`src/rtl/oc_pattern_gen.sv`:
```
// ---------------------------------------------------------------------------
// oc_pattern_gen
//
// Stimulus source for the 3-input ones-counter. A target ones-count is taken
// over a valid/ready request channel, and then every W-bit vector whose
// popcount equals that target is emitted in ascending numeric order, one
// vector per output handshake, with the final vector flagged by out_last.
// A target larger than W produces a single out_none beat with out_vec = 0.
//
// Parameters:
//   W   - vector width (2..8)
//   CW  - width of the count field
//
// Ports:
//   clk        in   clock, all state changes on the rising edge
//   rst        in   synchronous active-high reset
//   req_valid  in   request present
//   req_ready  out  request can be accepted (high only while idle)
//   req_count  in   target ones-count, latched on the request handshake
//   out_valid  out  out_vec / out_last / out_none are valid
//   out_ready  in   consumer accepts the current beat
//   out_vec    out  emitted vector (bit W-1 = a, bit 0 = c when W=3)
//   out_last   out  final beat of the current request
//   out_none   out  no vector has the requested count
//   busy       out  generator is not idle
//   err        out  sticky self-check error
//
// Build option:
//   OC_PATTERN_GEN_CHECK_EN - when defined, a self-checker watches every
//   output handshake and raises err on a wrong popcount, a non-ascending
//   vector or a wrong beat count. When undefined, err is tied to 0.
// ---------------------------------------------------------------------------
module oc_pattern_gen #(
  parameter int W  = 3,
  parameter int CW = $clog2(W + 1)
) (
  input  logic          clk,
  input  logic          rst,
  input  logic          req_valid,
  output logic          req_ready,
  input  logic [CW-1:0] req_count,
  output logic          out_valid,
  input  logic          out_ready,
  output logic [W-1:0]  out_vec,
  output logic          out_last,
  output logic          out_none,
  output logic          busy,
  output logic          err
);

  typedef enum logic [1:0] {
    IDLE,
    SCAN,
    EMIT
  } state_t;

  localparam logic [W:0] CAND_ONE = {{W{1'b0}}, 1'b1};

  state_t        state, state_nxt;
  logic [CW-1:0] tgt, tgt_nxt;
  logic [W:0]    cand, cand_nxt;
  logic [W-1:0]  vec_nxt;
  logic          last_nxt;
  logic          none_nxt;
  logic          cand_match;
  logic          req_fire;
  logic          out_fire;

  function automatic logic [CW-1:0] popcount(input logic [W-1:0] v);
    logic [CW-1:0] pc;
    pc = '0;
    for (int i = 0; i < W; i++) begin
      pc = pc + CW'(v[i]);
    end
    return pc;
  endfunction

  // Highest vector with t ones: the top t bits set.
  function automatic logic [W-1:0] last_vec(input logic [CW-1:0] t);
    logic [W-1:0] v;
    v = '0;
    for (int i = 0; i < W; i++) begin
      if ((W - i) <= int'(t)) v[i] = 1'b1;
    end
    return v;
  endfunction

  assign req_ready = (state == IDLE);
  assign busy      = (state != IDLE);
  assign out_valid = (state == EMIT);
  assign req_fire  = req_valid && (state == IDLE);
  assign out_fire  = out_ready && (state == EMIT);

  // The extra top bit of cand only guards against aliasing after a wrap;
  // a candidate with it set is never a legal vector.
  assign cand_match = !cand[W] && (popcount(cand[W-1:0]) == tgt);

  // State and datapath registers.
  always_ff @(posedge clk) begin
    if (rst) begin
      state    <= IDLE;
      tgt      <= '0;
      cand     <= '0;
      out_vec  <= '0;
      out_last <= 1'b0;
      out_none <= 1'b0;
    end else begin
      state    <= state_nxt;
      tgt      <= tgt_nxt;
      cand     <= cand_nxt;
      out_vec  <= vec_nxt;
      out_last <= last_nxt;
      out_none <= none_nxt;
    end
  end

  // Next-state logic: scan one candidate per cycle, park in EMIT on a match
  // until the consumer takes it, then resume from the vector just emitted.
  always_comb begin
    state_nxt = state;
    tgt_nxt   = tgt;
    cand_nxt  = cand;
    vec_nxt   = out_vec;
    last_nxt  = out_last;
    none_nxt  = out_none;
    case (state)
      IDLE: begin
        if (req_valid) begin
          tgt_nxt  = req_count;
          cand_nxt = '0;
          if (req_count > CW'(W)) begin
            vec_nxt   = '0;
            none_nxt  = 1'b1;
            last_nxt  = 1'b1;
            state_nxt = EMIT;
          end else begin
            state_nxt = SCAN;
          end
        end
      end
      SCAN: begin
        if (cand_match) begin
          vec_nxt   = cand[W-1:0];
          last_nxt  = (cand[W-1:0] == last_vec(tgt));
          none_nxt  = 1'b0;
          state_nxt = EMIT;
        end else begin
          cand_nxt = cand + CAND_ONE;
        end
      end
      EMIT: begin
        if (out_ready) begin
          if (out_last) begin
            state_nxt = IDLE;
          end else begin
            cand_nxt  = {1'b0, out_vec} + CAND_ONE;
            state_nxt = SCAN;
          end
        end
      end
      default: begin
        state_nxt = IDLE;
      end
    endcase
  end

`ifdef OC_PATTERN_GEN_CHECK_EN
  logic [W-1:0] prev_vec;
  logic         have_prev;
  logic [7:0]   beat_cnt;
  logic         err_q;

  function automatic int binom_f(input int n, input int k);
    int r;
    r = 1;
    for (int i = 0; i < k; i++) begin
      r = r * (n - i) / (i + 1);
    end
    return r;
  endfunction

  // Small constant table of C(W, t) for t = 0..W.
  function automatic logic [7:0] binom_rom(input logic [CW-1:0] t);
    logic [7:0] r;
    r = '0;
    for (int i = 0; i <= W; i++) begin
      if (t == CW'(i)) r = 8'(binom_f(W, i));
    end
    return r;
  endfunction

  // Self-checker: every accepted beat must carry the target popcount, be
  // strictly above the previous beat, and the last beat must close a
  // sequence of exactly C(W, tgt) beats. The error is sticky until reset.
  always_ff @(posedge clk) begin
    if (rst) begin
      prev_vec  <= '0;
      have_prev <= 1'b0;
      beat_cnt  <= '0;
      err_q     <= 1'b0;
    end else begin
      if (req_fire) begin
        have_prev <= 1'b0;
        beat_cnt  <= '0;
      end
      if (out_fire) begin
        prev_vec  <= out_vec;
        have_prev <= 1'b1;
        beat_cnt  <= beat_cnt + 8'd1;
        if (!out_none) begin
          if (popcount(out_vec) != tgt) err_q <= 1'b1;
          if (have_prev && (out_vec <= prev_vec)) err_q <= 1'b1;
          if (out_last && ((beat_cnt + 8'd1) != binom_rom(tgt))) err_q <= 1'b1;
        end
      end
    end
  end

  assign err = err_q;
`else
  assign err = 1'b0;
`endif

endmodule
```
`config.mk`:
```
export PLATFORM = sky130hd
export DESIGN_NAME = oc_pattern_gen
export DESIGN_NICKNAME = d
export VERILOG_FILES = /design/src/rtl/oc_pattern_gen.sv
export SDC_FILE = /design/constraint.sdc
export NUM_CORES = 1
export LEC_CHECK = 0
export CORE_MARGIN = 2
export CORE_UTILIZATION = 58
export CTS_BUF_LIST = sky130_fd_sc_hd__clkbuf_8
export DETAILED_ROUTE_END_ITERATION = 6
export HOLD_SLACK_MARGIN = 0.08
export PLACE_DENSITY = 0.95
export SLEW_MARGIN = 20
export SYNTH_ARGS = -nofsm -noshare
export SYNTH_HDL_FRONTEND = slang
export SYNTH_SLANG_ARGS = --single-unit
```
`constraint.sdc`:
```
create_clock -name clk -period 4.1 [get_ports clk]
set_clock_uncertainty 0.1 [all_clocks]
set_input_delay 0.82 -clock clk [delete_from_list [all_inputs] [get_ports clk]]
set_output_delay 0.82 -clock clk [all_outputs]
set_load 0.005 [all_outputs]
```
# After elaboration in Yosys (flattened, before gate mapping)
# Index checks and enable logic that the tools add are counted.
[classes]
order_cmp = 4
reduce_logical = 10
n_eq_ne = 10
muxes = 30
n_addsub = 4
[op_table]
columns = ["operator", "count"]
rows = [
  ["4-bit 2-to-1 mux", 4],
  ["1-bit 2-to-1 mux", 14],
  ["4-bit one-hot mux with 3 select lines", 1],
  ["3-bit 2-to-1 mux", 3],
  ["2-bit 2-to-1 mux", 4],
  ["2-bit inequality test, second input constant", 4],
  ["2-bit one-hot mux with 3 select lines", 1],
  ["3-bit one-hot mux with 2 select lines", 1],
  ["5-bit AND reduction", 1],
  ["3-bit by 1-bit adder with 4-bit output, second input constant", 1],
  ["4-bit by 1-bit adder with 4-bit output, second input constant", 1],
  ["2-bit <= comparator, first input constant", 2],
  ["2-bit by 1-bit inequality test with 1-bit output, second input constant", 2],
  ["1-bit one-hot mux with 2 select lines", 2],
  ["4-bit AND reduction", 1],
  ["2-bit nonzero test", 2],
  ["3-bit equality test", 1],
  ["3-bit AND reduction", 1],
  ["3-bit nonzero test", 1],
  ["1-bit by 1-bit adder with 2-bit output", 1],
  ["2-bit by 1-bit adder with 2-bit output", 1],
  ["2-bit by 1-bit equality test with 1-bit output, second input constant", 1],
  ["2-bit equality test", 1],
  ["2-bit equality test, second input constant", 1],
  ["other kinds (6)", 6],
]
[totals]
input_bits = 6
regBits = 13
out_inout_bits = 9
word_cells = 64

# Longest topological paths before layout
[depth]
ltp_word = 9
mapped_depth = 9
mapped_depth_nobuf = 8

# Least setup slack after synthesis
# No wires, ideal clock.
[synth_path]
path_kind = "register -> register"
start = "register cand[1]"
end = "register state[0]"
arrival_time_ns = 1.975
required_time_ns = 3.879
period_less_slack_ns = 2.197
stages_incl_launch_ff = 6
setup_time_ns = 0.121
path_buffers = 0
setup_slack_ns = 1.903
path_cell_list = "dfxtp_1 fa_1 xor2_1 or3_4 a221oi_4 mux2_4"
[synth_between]
elab_chain_cells = 6
[synth_lines]
columns = ["element", "line_no", "rtl"]
rows = [
  ["start: declaration", "61", "logic [W:0] cand, cand_nxt;"],
  ["start signal: assignment", "110", "cand <= cand_nxt;"],
  ["1-bit by 1-bit adder with 2-bit output", "73", "pc = pc + CW'(v[i]);"],
  ["2-bit by 1-bit adder with 2-bit output", "73", ""],
  ["2-bit equality test", "96", "assign cand_match = !cand[W] && (popcount(cand[W-1:0]) == tgt);"],
  ["1-bit logical AND", "96", ""],
  ["2-bit inequality test (no source line)", "n/a", ""],
  ["3-bit AND reduction (no source line)", "n/a", ""],
  ["end signal: assignment", "108", "state <= state_nxt;"],
  ["end: declaration", "59", "state_t state, state_nxt;"],
]
# Every way passes these cells.
# A chain may end at the register's enable or synchronous reset.

# Worst setup path after layout
[layout_path]
start = "register state[0]"
end = "output port out_valid"
[layout_between]
elab_chain_cells = 1
[layout_lines]
columns = ["element", "line_no", "rtl"]
rows = [
  ["2-bit equality test", "90", "assign out_valid = (state == EMIT);"],
  ["end: declaration", "42", "output logic out_valid,"],
]
# Every way passes these cells.

==> impl_metrics.env <==
export IMPL_routedWlPerCell_microns=13.9
export IMPL_drtPass1Iterations=4
export IMPL_peakVddDrop_mv=0.347
export IMPL_power_frac_seq=0.309
export IMPL_post_place_ws_ns=1.61
export IMPL_post_cts_buffers=0
export IMPL_path_buf_inv=2
export IMPL_ios=15
export IMPL_placementRows=14
export IMPL_via_per_inst=5.69
export IMPL_setup_worst_path_start_class="flop"
export IMPL_worstSetupPathDepth=3
export IMPL_drv_slew=0
export IMPL_endpoint_kind="output pin"
export IMPL_synth_seq_cells=13
export IMPL_hold_viol_final=0
export IMPL_reg2reg_depth=5
export IMPL_max_freq_ghz=0.365
export IMPL_crit_arrival_ns=1.82
export IMPL_setup_viol=0
export IMPL_postCtsHoldBufs=0
export IMPL_grt_pass1_vias=706
export IMPL_layout_cells_non_filler=125
export IMPL_synth_edf_count=0
export IMPL_status="finished, final reports clean"
export IMPL_syn_to_final_growth_pct=19.1
export IMPL_via_count=711
export IMPL_layout_drive_gt1_share=0.0826
export IMPL_tightest_slew_ns=0.592
export IMPL_clkSlewWorstSetupHoldPaths_ns=0.05
export IMPL_die_x_microns=42.9
export IMPL_coreArea_sq_mm=0.00145
export IMPL_layout_setup_ws_ns=1.36
export IMPL_cap_viol_max_count=0
export IMPL_max_stage_delay_ns=0.60
export IMPL_combPwrFrac=0.495
export IMPL_overflow=0
export IMPL_synth_warnings=0
export IMPL_fin_nets=124
export IMPL_die_area_sq_mm=0.00184
export IMPL_fin_crit_ns=2.74
export IMPL_yosys_cell_types_count=33
export IMPL_grt_usage=0.222
export IMPL_port_buffers=13
export IMPL_h_tree_depth=1
export IMPL_cp_data_required_time_ns=3.18
export IMPL_swShare=0.383
export IMPL_hold_path_class="reg2reg"
export IMPL_place_inst=121
export IMPL_wirelength_mm=1.74
export IMPL_synth_cells=97
export IMPL_diodes=0
export IMPL_p_int_w=0.000346
export IMPL_dr_first_iter_drc_count=12
export IMPL_async_flop_share=0
export IMPL_cts_root_buf="clkbuf_8"
export IMPL_critPathSlowestCell="clkdlybuf4s50_1"
export IMPL_yosysSeqAreaShare=0.296
export IMPL_clock_sinks=13
export IMPL_drc_errors=0
export IMPL_insertion_delay_ns=0.24
export IMPL_slew_headroom=0.604
export IMPL_place_congestion=0.856
export IMPL_cts_tree="built"
export IMPL_die_y_microns=42.9
export IMPL_cellPowerDensity_mw_per_mm2=536
export IMPL_cts_resized=0
export IMPL_hpwl_mm=1.30
export IMPL_critPathKind="reg2out"
export IMPL_switchingPower_w=0.000215
export IMPL_clkPwrFrac=0.196
export IMPL_yosys_area_top_type="dfxtp_1"
export IMPL_rr_endpoint="state[0]"
export IMPL_fin_crit_sh=0.668
export IMPL_synth_area_sq_um=878
export IMPL_post_synth_top_count_cell="dfxtp_1"
export IMPL_synthFlopType="dfxtp_1"
export IMPL_synthTopCellsByCount="dfxtp_1 (13), nor2_1 (8), ha_1 (7), inv_1 (7), mux2i_1 (7)"
export IMPL_synth_top_cell_area_share=0.296
export IMPL_postRouteAntennaNets=0
export IMPL_cts_buffer_depth=2
export IMPL_min_from="out_none"
export IMPL_rrSetupSlack_ns=1.75
export IMPL_syn_area_per_cell_sq_um=9.06
export IMPL_initial_utilization=0.604
export IMPL_antenna_found_initial=0
export IMPL_timing_rr_start="cand[1]"
export IMPL_crit_family="buffers and inverters"
export IMPL_crit_chain="inv_1 > ha_1 > clkdlybuf4s50_1"
export IMPL_synth_top_cells_by_area="dfxtp_1 (30%), ha_1 (10%), mux2i_1 (8.0%)"
export IMPL_grt_max_degree=18
export IMPL_synth_nets=111
export IMPL_cts_buffers=3
export IMPL_hold_path_end="out_none"
export IMPL_setup_tns_final_ns=0
export IMPL_power_leakage_nw=0.427
export IMPL_holdPathStages=1
export IMPL_path_max_fanout=9
export IMPL_rsz0062_at_grt="no"
export IMPL_grt_pass1_wl_mm=3.05
-- worst max path at each step --
stage              start        end  slack, ns
4_1_cts         state[0]  out_valid       1.35
5_1_grt         state[0]  out_valid       1.27
3_3_place_gp   req_valid    cand[3]       1.67
6_report        state[0]  out_valid       1.36
3_5_place_dp   req_valid    cand[3]       1.61
2_1_floorplan    cand[1]   state[0]       1.90
-- layout by cell type (no fill, tap or decap), drive strengths merged, types with 2 or more instances in the layout --
cell and instances:
dfxtp 13, clkdlybuf4s50 13, inv 8, nor2 8, mux2i 7, ha 7
a21oi 6, nand2 5, nand2b 4, nor3 4, o21ai 4, nand4b 3
nand3 3, clkbuf 3, xor2 2, xnor2 2, nor3b 2, or3 2
-- stage by stage --
stage / instance area [sq um] / power [W] / utilization / hold WS [ns]
5_1_grt: 1050 / 0.000608 / 0.719 / 0.401
6_report: 1050 / 0.000561 / 0.719 / 0.380
4_1_cts: 1050 / 0.000566 / 0.719 / 0.382
3_3_place_gp: 1000 / 0.000441 / 0.688 / 0.364
2_1_floorplan: 878 / 0.000380 / - / 0.370
3_5_place_dp: 1000 / 0.000453 / 0.688 / 0.373
-- metal layers --
| metal | routed length (microns) | share of wire | track usage |
|---|---|---|---|
| met5 | 0 | 0 | 0 |
| met4 | 19 | 0.011 | 0.0688 |
| met3 | 76 | 0.044 | 0.0681 |
| met2 | 865 | 0.50 | 0.397 |
| met1 | 780 | 0.45 | 0.247 |
-- power groups by stage --
stage	Clock, W	Sequential, W	Combinational, W
6_report	0.000110	0.000173	0.000278
5_1_grt	0.000119	0.000177	0.000312
4_1_cts	0.000113	0.000172	0.000280
3_5_place_dp	0	0.000175	0.000278
3_3_place_gp	0	0.000173	0.000268
2_1_floorplan	0	0.000168	0.000212
-- kinds of logic (layout without fill, tap and decap cells) --
kind of cell    Yosys count  count (layout)  synth area share
simple gates             35              35             0.244
xor+xnor                  4               4            0.0399
compound gates           16              16             0.135
fa+ha+maj                 8               8             0.123
mux                       8               8            0.0969
buf+inv                  12              24            0.0613
other cells               1               1           0.00427
flops                    13              13             0.296
-- sequential cells by signal, summed over array words and instances, names as in the netlist --
register,count
cand,4
state,2
out_last,1
out_none,1
tgt,2
out_vec,3
-- worst reg2reg max path, cell delays in order (launching register included) --
cell	delay [ns]
dfxtp_1	0.47
fa_1	0.48
xor2_1	0.21
or3_4	0.36
a221oi_4	0.29
mux2_4	0.32
-- area by class of cell --
type / count / area [sq um]
multi-input cells: 72 / 564
fillers: 112 / 408
flip-flops and latches: 13 / 260
repair buffers: 13 / 130
clock buffers: 3 / 41.3
inverters: 7 / 26.3
well taps: 16 / 20.0
clock inverters: 1 / 3.75
Note: power is estimated with default switching activity, not from simulation.
